<file path="config.mk">
export PLATFORM = sky130hd
export DESIGN_NAME = keypad_scan
export DESIGN_NICKNAME = d
export VERILOG_FILES = /design/src/rtl/keypad_scan_pkg.sv /design/src/rtl/keypad_scan_tick_gen.sv /design/src/rtl/keypad_scan.sv
export SDC_FILE = /design/constraint.sdc
export NUM_CORES = 1
export LEC_CHECK = 0
export CORE_MARGIN = 2
export CORE_UTILIZATION = 44
export CTS_BUF_LIST = sky130_fd_sc_hd__clkbuf_2 sky130_fd_sc_hd__clkbuf_4 sky130_fd_sc_hd__clkbuf_8
export CTS_CLUSTER_SIZE = 40
export DETAILED_ROUTE_END_ITERATION = 8
export DONT_BUFFER_PORTS = 1
export GPL_ROUTABILITY_DRIVEN = 0
export SKIP_CTS_REPAIR_TIMING = 1
export SKIP_LAST_GASP = 1
export SYNTH_ARGS = -nofsm -noshare
export SYNTH_HDL_FRONTEND = slang
export SYNTH_HIERARCHICAL = 1
export SYNTH_SLANG_ARGS = --single-unit
</file>
<file path="constraint.sdc">
create_clock -name clk_original -period 2.84 [get_ports clk_original]
set_input_delay 0.426 -clock clk_original [delete_from_list [all_inputs] [get_ports clk_original]]
set_output_delay 0.426 -clock clk_original [all_outputs]
set_load 0.02 [all_outputs]
</file>
<file path="src/rtl/keypad_scan_pkg.sv">
// Shared types and defaults for the keypad scanner: FSM states, key code width,
// row reset pattern, default timing constants and the column priority encoder.
package keypad_pkg;

  typedef enum logic [1:0] {
    SCAN     = 2'd0,
    DEBOUNCE = 2'd1,
    HELD     = 2'd2
  } state_t;

  localparam int         KEY_CODE_W = 4;
  localparam logic [3:0] ROW_RESET  = 4'b1110;

  localparam int TICK_DIV_DEF       = 4000;
  localparam int DEBOUNCE_TICKS_DEF = 8;
  localparam int REPEAT_DELAY_DEF   = 64;
  localparam int REPEAT_RATE_DEF    = 16;

  // Lowest-index column pulled low; column 0 has the highest priority.
  function automatic logic [1:0] lowest_low_col(input logic [3:0] col);
    logic [1:0] idx;
    idx = 2'd0;
    for (int i = 3; i >= 0; i--) begin
      if (!col[i]) idx = i[1:0];
    end
    return idx;
  endfunction

endpackage

</file>
<file path="src/rtl/keypad_scan_tick_gen.sv">
// Free-running divider: tick is high for one clock every TICK_DIV+1 clocks.
// Shared with the display multiplexer, so it carries no keypad knowledge.
module scan_tick_gen #(
  parameter int TICK_DIV = 4000
) (
  input  logic clk,
  input  logic rst_n,
  output logic tick
);
  localparam int CW = (TICK_DIV > 0) ? $clog2(TICK_DIV + 1) : 1;

  logic [CW-1:0] cnt;

  assign tick = (cnt == CW'(TICK_DIV));

  always_ff @(posedge clk) begin
    if (!rst_n) begin
      cnt <= '0;
    end else if (tick) begin
      cnt <= '0;
    end else begin
      cnt <= cnt + 1'b1;
    end
  end

endmodule

</file>
<file path="src/rtl/keypad_scan.sv">
// 4x4 keypad scanner: strobes rows active-low, debounces press and release, pulses key_valid
// one clock after the accepting tick. Defining KEYPAD_AUTOREPEAT_EN adds repeat strobes while held.
module keypad_scan
  import keypad_pkg::*;
#(
  parameter int TICK_DIV       = TICK_DIV_DEF,
  parameter int DEBOUNCE_TICKS = DEBOUNCE_TICKS_DEF,
  parameter int REPEAT_DELAY   = REPEAT_DELAY_DEF,
  parameter int REPEAT_RATE    = REPEAT_RATE_DEF
) (
  input  logic                  clk_original,
  input  logic                  rst_n,
  input  logic [3:0]            col_in,
  output logic [3:0]            row_out,
  output logic [KEY_CODE_W-1:0] key_code,
  output logic                  key_valid,
  output logic                  key_held
);
  localparam int DW = $clog2(DEBOUNCE_TICKS + 1);

  state_t        state, state_nxt;
  logic [3:0]    col_m, col_s;
  logic [1:0]    row_idx, col_idx;
  logic [DW-1:0] deb_cnt, rel_cnt, deb_nxt, rel_nxt;
  logic          tick, key_col;
  logic          capture, advance, deb_inc, accept;
  logic          rel_inc, rel_clr, release_done, rep_fire;

  scan_tick_gen #(.TICK_DIV(TICK_DIV)) u_tick (
    .clk   (clk_original),
    .rst_n (rst_n),
    .tick  (tick)
  );

  // Level of the captured key's column; the row is frozen, so this tracks that one key.
  assign key_col = col_s[col_idx];
  assign deb_nxt = deb_cnt + 1'b1;
  assign rel_nxt = rel_cnt + 1'b1;

  always_ff @(posedge clk_original) begin
    if (!rst_n) state <= SCAN;
    else        state <= state_nxt;
  end

  always_comb begin
    state_nxt    = state;
    capture      = 1'b0;
    advance      = 1'b0;
    deb_inc      = 1'b0;
    accept       = 1'b0;
    rel_inc      = 1'b0;
    rel_clr      = 1'b0;
    release_done = 1'b0;
    case (state)
      SCAN: if (tick) begin
        if (col_s != 4'b1111) begin
          capture   = 1'b1;
          state_nxt = DEBOUNCE;
        end else begin
          advance = 1'b1;
        end
      end
      DEBOUNCE: if (tick) begin
        if (!key_col) begin
          if (deb_nxt == DW'(DEBOUNCE_TICKS - 1)) begin
            accept    = 1'b1;
            state_nxt = HELD;
          end else begin
            deb_inc = 1'b1;
          end
        end else begin
          advance   = 1'b1;
          state_nxt = SCAN;
        end
      end
      HELD: if (tick) begin
        if (key_col) begin
          if (rel_nxt == DW'(DEBOUNCE_TICKS)) begin
            release_done = 1'b1;
            advance      = 1'b1;
            state_nxt    = SCAN;
          end else begin
            rel_inc = 1'b1;
          end
        end else begin
          rel_clr = 1'b1;
        end
      end
      default: state_nxt = SCAN;
    endcase
  end

  always_ff @(posedge clk_original) begin
    if (!rst_n) begin
      col_m     <= 4'b1111;
      col_s     <= 4'b1111;
      row_out   <= ROW_RESET;
      row_idx   <= '0;
      col_idx   <= '0;
      deb_cnt   <= '0;
      rel_cnt   <= '0;
      key_code  <= '0;
      key_valid <= 1'b0;
      key_held  <= 1'b0;
    end else begin
      col_m     <= col_in;
      col_s     <= col_m;
      key_valid <= accept | rep_fire;
      if (advance) begin
        row_out <= {row_out[2:0], row_out[3]};
        row_idx <= row_idx + 1'b1;
      end
      if (capture) begin
        col_idx <= lowest_low_col(col_s);
        deb_cnt <= '0;
      end else if (deb_inc) begin
        deb_cnt <= deb_nxt;
      end
      if (accept) begin
        key_code <= {row_idx, col_idx};
        key_held <= 1'b1;
        rel_cnt  <= '0;
      end else if (release_done) begin
        key_held <= 1'b0;
        rel_cnt  <= '0;
      end else if (rel_inc) begin
        rel_cnt <= rel_nxt;
      end else if (rel_clr) begin
        rel_cnt <= '0;
      end
    end
  end

`ifdef KEYPAD_AUTOREPEAT_EN
  localparam int RMAX = (REPEAT_DELAY > REPEAT_RATE) ? REPEAT_DELAY : REPEAT_RATE;
  localparam int RW   = $clog2(RMAX + 1);

  logic [RW-1:0] rep_cnt, rep_nxt;
  logic          rep_first;

  assign rep_nxt  = rep_cnt + 1'b1;
  assign rep_fire = (state == HELD) && tick && !key_col &&
                    (rep_nxt == (rep_first ? RW'(REPEAT_DELAY) : RW'(REPEAT_RATE)));

  // Counts ticks since the last strobe; any released sample restarts the interval.
  always_ff @(posedge clk_original) begin
    if (!rst_n) begin
      rep_cnt   <= '0;
      rep_first <= 1'b1;
    end else if (accept) begin
      rep_cnt   <= '0;
      rep_first <= 1'b1;
    end else if (state == HELD && tick) begin
      if (key_col) begin
        rep_cnt <= '0;
      end else if (rep_fire) begin
        rep_cnt   <= '0;
        rep_first <= 1'b0;
      end else begin
        rep_cnt <= rep_nxt;
      end
    end
  end
`else
  assign rep_fire = 1'b0;

  // Repeat timing only matters with auto-repeat built in.
  if (REPEAT_DELAY < 0 || REPEAT_RATE < 0) begin : g_repeat_cfg_unused
  end
`endif

endmodule

</file>
# Yosys cells after proc, flatten, opt, wreduce, memory -nomap -nowiden
# Index checks and enable logic that the tools add are counted.
[op_classes] n_addsub=4 order_cmp=1 eq_ne=13 mux=46 n_bitwise=1 reduce_logical=7
[ops] operator="1-bit 2-to-1 mux" n=29
[ops] operator="2-bit 2-to-1 mux" n=12
[ops] operator="12-bit by 1-bit adder with 12-bit output, second input constant" n=1
[ops] operator="12-bit equality test, second input constant" n=1
[ops] operator="2-bit inequality test, second input constant" n=6
[ops] operator="4-bit by 1-bit adder with 4-bit output, second input constant" n=2
[ops] operator="4-bit 2-to-1 mux" n=2
[ops] operator="7-bit AND reduction" n=1
[ops] operator="2-bit case mux with 3 select lines" n=1
[ops] operator="4-bit by 3-bit equality test with 1-bit output, second input constant" n=1
[ops] operator="4-bit equality test, second input constant" n=1
[ops] operator="4-bit inequality test, second input constant" n=1
[ops] operator="2-bit nonzero test" n=2
[ops] operator="2-bit OR reduction" n=2
[ops] operator="2-bit by 3-bit less-than comparator with 1-bit output, second input constant" n=1
[ops] operator="3-bit inequality test, second input constant" n=1
[ops] operator="1-bit case mux with 3 select lines" n=1
[ops] operator="3-bit OR reduction" n=1
[ops] operator="2-bit by 1-bit adder with 2-bit output, second input constant" n=1
[ops] operator="1-bit binary-select mux with 2-bit select" n=1
[ops] operator="2-bit by 1-bit equality test with 1-bit output, second input constant" n=1
[ops] operator="2-bit equality test, second input constant" n=1
[ops] operator="2-bit zero test" n=1
[ops] operator="1-bit inverter" n=1
[word_totals] regBits=44 in_bits=6 output_inout_bits=10 elab_cells=84

# Depth between registers and ports, before layout
# Gate-level depths: netlist (run 1).
[logic_depth] ltp_word=8 ltp_mapped=10 ltp_nobuf=10

# By module
# Netlist (run 1), hierarchy kept.
[by_module_without_submodules] mod="keypad_scan" n_inst=1 cells_per_inst=152 area_each_um2=1408.9 seq_area_each_um2=640.6
[by_module_without_submodules] mod="scan_tick_gen" n_inst=1 cells_per_inst=62 area_each_um2=540.5 seq_area_each_um2=240.2

# Least setup slack after synthesis (run 1)
# OpenSTA, ideal clock, no wires.
[synth_path] path_type="flip-flop to flip-flop" from="register u_tick.cnt[0]" to="register rel_cnt[0]" setup_time_ps=70 arrival_ps=2106 required_ps=2770 slack_ps=664 stages_incl_launch_ff=10 path_buffers=0 period_less_slack_ps=2176 cell_sequence="dfxtp_1 -> inv_1 -> ha_1 -> nand4b_1 -> or4_4 -> nor2_1 -> and3b_1 -> nand2_1 -> or3b_2 -> a21oi_1"
[synth_between] elab_chain_len=4
[synth_lines] element="from (decl)" line="keypad_scan_tick_gen.sv:12" text="logic [CW-1:0] cnt;"
[synth_lines] element="from (signal assigned)" line="keypad_scan_tick_gen.sv:22" text="cnt <= cnt + 1'b1;"
[synth_lines] element="12-bit equality test *" line="keypad_scan_tick_gen.sv:14" text="assign tick = (cnt == CW'(TICK_DIV));"
[synth_lines] element="via tick" line="keypad_scan.sv:25" text="logic tick, key_col;"
[synth_lines] element="1-bit 2-to-1 mux (on tied branches)" line="keypad_scan.sv:63, keypad_scan.sv:76"
[synth_lines] element="1-bit 2-to-1 mux" line="keypad_scan.sv:54" text="case (state)"
[synth_lines] element="3-bit OR reduction (no line), or another cell as far along"
[synth_lines] element="to (signal assigned)" line="keypad_scan.sv:127" text="rel_cnt <= rel_nxt;"
[synth_lines] element="to (decl)" line="keypad_scan.sv:24" text="logic [DW-1:0] deb_cnt, rel_cnt, deb_nxt, rel_nxt;"
# Mark *: on every way through the listed nets, which the timed path passes. The rest lies on a longest branch.
# A chain may end at the register's enable or synchronous reset.

# Final worst setup path (run 1)
[layout_path] from="register u_tick.cnt[0]" to="register deb_cnt[1]"
[layout_between] elab_chain_len=4
[layout_lines] element="12-bit equality test *" line="keypad_scan_tick_gen.sv:14"
[layout_lines] element="via tick" line="keypad_scan.sv:25"
[layout_lines] element="1-bit 2-to-1 mux" line="keypad_scan.sv:55" text="SCAN: if (tick) begin"
[layout_lines] element="1-bit 2-to-1 mux" line="keypad_scan.sv:54"
[layout_lines] element="2-bit OR reduction (no line)"
[layout_lines] element="to (signal assigned)" line="keypad_scan.sv:117" text="deb_cnt <= deb_nxt;"
[layout_lines] element="to (decl)" line="keypad_scan.sv:24"
# Marked as above.

==> results of run 1 <==
## path summary, 6_finish.rpt
kind | from | slack, ns | end | cells past startpoint
max | u_tick/cnt[0] | 0.44 | deb_cnt[1] | 10
min | rst_n | 0.21 | row_out[2] | 1
max reg2reg | u_tick/cnt[0] | 0.44 | deb_cnt[1] | 10
min reg2reg | col_m[3] | 0.41 | col_s[3] | 1
## worst register-to-register path: stages (launching register included)
cell and delay (ns):
dfxtp_1 0.34, inv_1 0.06, ha_1 0.13, nand4b_1 0.09, or4_4 0.44, nor2_1 0.29, and2b_1 0.27, nand3b_4 0.12
a211oi_4 0.29, nor2_1 0.07, a211oi_1 0.21
## report_power, final
group / switching [mW] / total, mW / leakage [nW] / internal [mW]
combinational: 0.0151 / 0.0284 / 0.369 / 0.0133
clock: 0.198 / 0.544 / 0.0642 / 0.346
sequential: 0.00760 / 0.634 / 0.357 / 0.627
## state kept, by name, indices dropped and copies added (netlist names)
signal,flops
state,2
deb_cnt,4
key_code,4
rel_cnt,4
row_idx,2
key_valid,1
col_m,4
col_s,4
u_tick/cnt,12
key_held,1
row_out,4
col_idx,2
## synthesized netlist by cell type, types with 2 or more instances
cell type,n
nand2b_1,13
mux2i_1,8
inv_1,8
o211ai_1,2
and2_1,3
a211oi_1,3
o21ai_0,5
clkbuf_1,3
xnor2_1,9
nor4_1,2
a21boi_0,5
ha_1,5
o21ai_1,2
nand2_1,26
nor2_1,25
nor2b_1,3
nor3_1,3
a21oi_1,10
dfxtp_1,44
xor2_1,2
nand3_1,9
a311oi_1,2
nand4_1,4
and3b_1,2
## layer usage
metal | vias to the layer above | share of wire [%]
li1 | 744 | -
met1 | 642 | 51
met2 | 19 | 44
met3 | 5 | 3.4
met4 | 0 | 1.8
met5 | - | 0
## area by class of cell
cell class	instances	area share (%)
inverter	8	1.416
clock inverter	2	2.832
clock buffer	5	3.245
tap	52	3.068
sequential	44	41.53
multi-input combinational	158	47.91
## logic make-up after synthesis
kind of cell,synth area share [%]
compound gates,13.16
flops,45.19
xor+xnor,4.943
simple gates,25.55
fa+ha+maj,3.209
mux,5.263
buf+inv,2.696
==> flow_summary.toml, run 1 <==
[status]
outcome = "finished clean"

[power_and_ir_drop]
finalPower_mw = 1.206
p_leak_nw = 0.7901
power_density_nw_per_um2 = 568.9
peakVddDrop_mv = 0.3088

[clock_tree]
clock-sinks = 44
cts_tree = "built"
clk_pin_slew_worst_paths_ns = 0.08
htree_levels = 2
cts_root_buf = "clkbuf_8"
cts_inserted_buffers = 5
insertion_delay_ns = 0.29
clk_path_buf_depth = 2

[synth]
yosys.area.top_type_share_pct = 45.19
synth.distinct_cells = 40
synth_top_area_cell = "dfxtp_1"
synth-edff-count = 0
ys.flop_type = "dfxtp_1"
synth_area_um2 = 1949
avgSynthCellArea_um2 = 9.109
synth_fp_nets = 225
synth_seq_cells = 44
seq_area_frac_synth_pct = 45.19
ys_top_cells_by_area = "dfxtp_1 45%, nand2_1 5.0%, nor2_1 4.8%"
synth_cells = 214
synth-async-reset-ratio_pct = 0
synth_warnings = 6

[floorplan]
die-area_um2 = 4979
dieWidth_um = 70.56
coreArea_um2 = 4324
ios = 16
fp.dieH_um = 70.56
row_count = 24
start_util_pct = 45.08

[timing]
hold_viol = 0
fin_ws_ns = 0.4375
period_minus_slack_ns = 2.402
fmax_mhz = 416.2
finalMaxSlewViolations = 0
slew_headroom_pct = 67.87
period_share_pct = 84.59
clock_skew_ns = 0.007734
finalSetupViolCount = 0
tns_ns = 0
rsz0062_at_grt = "no"
holdWs_ns = 0.2076
tightest_slew_ns = 0.4818

[drt]
routed_wl_um = 3169
drtIter0Drc = 102
wl_per_cell_um = 11.78
viasPerCell = 5.242
dr.pass1.iters = 4
num_vias = 1410
route.detailed.drc = 0
postRouteAntennaNets = 0

[critical_path]
crit_path_end_kind = "flip-flop"
cp_slowest_cell = "or4_4"
critical_path_class = "reg2reg"
critPathMaxFanout = 6
arrival_ns = 2.61
cp_slowest_stage_delay_ns = 0.44
cp_top_family = "simple AND/OR/NAND/NOR gates"
crit_chain = "inv_1 > ha_1 > nand4b_1 > or4_4 > nor2_1 > and2b_1 > nand3b_4 > a211oi_4 > nor2_1 > a211oi_1"
cpMostUsedCell = "nor2_1"
path_buf_inv = 1
startpoint_type = "flip-flop"
required_ns = 3.04

[placed_design]
port_buffers = 0
dpl_worst_slack_ns = 0.4399
place_area_um2 = 1992
dp_cells = 262
hpwl_um = 2211

[global_route]
grt_pass1_wl_um = 5920
grtUsageMet1_pct = 19.46
track_usage_pct = 14.42
grt_max_degree = 34
grt_overflow_total = 0
grt_use_met3_pct = 3.419
grt_pass1_vias = 1377
gr-max-usage-layer = "met2"
antenna_found_initial = 0
grt_use_met2_pct = 22.54

[worst_hold_path]
hold_path_class = "in2reg"

[cells_and_area]
final_cell_mix = "44 x dfxtp_1, 26 x nand2_1, 25 x nor2_1, 13 x nand2b_1, 10 x a21oi_1"
final-seq-area_um2 = 880.8
area_growth_pct = 8.793
n_fill_cell = 423
drive_above_1_share_pct = 6.452
fin_nets = 228
antenna_cells = 0
final_area_um2 = 2121
multi_input_area_um2 = 1016
stdcell_count = 269
utilization_pct = 49.05
final_common_cell = "dfxtp_1"

[run]
drv_cap = 0
Note: power is estimated with default switching activity, not from simulation.
==> run 2: changes to the inputs <==
==> constraint.sdc (replaced) <==
create_clock -name clk_original -period 2.3 [get_ports clk_original]
set_input_delay 0.345 -clock clk_original [delete_from_list [all_inputs] [get_ports clk_original]]
set_output_delay 0.345 -clock clk_original [all_outputs]
set_load 0.02 [all_outputs]
==> flow_summary.toml, run 2 (synthesized netlist as in run 1, its figures left out) <==
[cells_and_area]
utilization_pct = 50.87
antenna_cells = 0
area_growth_pct = 12.84
multi_input_area_um2 = 1037
final-seq-area_um2 = 880.8
stdcell_count = 280
final_common_cell = "dfxtp_1"
largest_register_ffs = 12
n_fill_cell = 423
final_cell_mix = "44 x dfxtp_1, 25 x nand2_1, 23 x nor2_1, 13 x nand2b_1"
fin_nets = 238
drive_above_1_share_pct = 13.16
regMostFlops = "u_tick/cnt"

[drt]
postRouteAntennaNets = 0
route.detailed.drc = 0
drtIter0Drc = 35
dr.pass1.iters = 4
num_vias = 1470
routed_wl_um = 3385
viasPerCell = 5.250
wl_per_cell_um = 12.09

[global_route]
track_usage_pct = 14.91
grt_pass1_vias = 1366
antenna_found_initial = 0
grt_overflow_total = 0
grt_max_degree = 34
grt_pass1_wl_um = 5940

[clock_tree]
clock-sinks = 44
clk_path_buf_depth = 2
insertion_delay_ns = 0.29
htree_levels = 2
clk_pin_slew_worst_paths_ns = 0.09
cts_root_buf = "clkbuf_8"
cts_tree = "built"
cts_inserted_buffers = 5

[timing]
tightest_slew_ns = 0.4835
hold_viol = 0
finalSetupViolCount = 0
period_minus_slack_ns = 2.155
slew_headroom_pct = 67.76
fmax_mhz = 464.1
finalMaxSlewViolations = 0
rsz0062_at_grt = "yes"
clock_skew_ns = 0.008546
period_share_pct = 93.68

[critical_path]
crit_path_end_kind = "flip-flop"
startpoint_type = "flip-flop"
required_ns = 2.53
arrival_ns = 2.39
critPathMaxFanout = 4
critical_path_class = "reg2reg"

[worst_hold_path]
hold_path_class = "in2reg"

[floorplan]
row_count = 24
ios = 16
die-area_um2 = 4979
start_util_pct = 45.08
coreArea_um2 = 4324
fp.dieH_um = 70.56
dieWidth_um = 70.56

[power_and_ir_drop]
p_leak_nw = 0.8437
power_density_nw_per_um2 = 640.9
peakVddDrop_mv = 0.3442

[run]
drv_cap = 0

[placed_design]
dp_cells = 272
hpwl_um = 2411
port_buffers = 0

[status]
outcome = "finished clean"
run 2: path summary, 6_finish.rpt:
| kind | cells after the start | end | start | slack (ns) |
|---|---|---|---|---|
| setup / recovery | 9 | rel_cnt[0] | u_tick/cnt[1] | 0.15 |
| setup reg to reg | 9 | rel_cnt[0] | u_tick/cnt[1] | 0.15 |
| hold reg to reg | 1 | col_s[1] | col_m[1] | 0.41 |
| hold / removal | 1 | row_out[3] | rst_n | 0.12 |
run 2: layout make-up:
| class | count | area share (%) |
|---|---|---|
| well taps | 52 | 2.958 |
| repair buffers | 10 | 3.413 |
| clock inverters | 2 | 1.593 |
| multi-input cells | 158 | 47.16 |
| inverters | 8 | 1.365 |
| flip-flops and latches | 44 | 40.05 |
| clock buffers | 6 | 3.470 |
run 2: power breakdown:
part | leakage (nW) | switching (mW) | internal (mW)
combinational | 0.428 | 0.0221 | 0.0206
sequential | 0.357 | 0.00710 | 0.774
clock | 0.0586 | 0.252 | 0.334
total | 0.844 | 0.281 | 1.13
run 2: worst max-delay path, stage by stage, from the launching register on:
cell and delay, ns:
dfxtp_1 0.33, inv_1 0.05, ha_1 0.13, nand4b_1 0.09, or4_4 0.46, nor2_4 0.13
and3b_1 0.22, nand2_2 0.10, or3b_2 0.45, a21oi_1 0.14
run 2: metal layers:
metal | up-vias | share of wire (%) | track usage [%]
li1 | 767 | - | -
met1 | 683 | 50 | 18.77
met2 | 15 | 46 | 24.42
met3 | 5 | 2.9 | 4.274
met4 | 0 | 1.2 | 5.660
met5 | - | 0 | 0
run 2: through the flow:
step                cell area (µm²)  power (mW)  TNS [ns]  hold slack, ns  setup slack (ns)
finish                         2200       1.410         0          0.1220            0.1454
global route                   2200       1.476  -0.01944          0.1019          -0.01944
CTS                            2178       1.440  -0.02410          0.1038          -0.02410
detailed placement             2067      0.8419         0          0.3944          0.006146
global placement               2067      0.8411         0          0.3898           0.05014
floorplan                      1949      0.8364         0          0.3863            0.1238
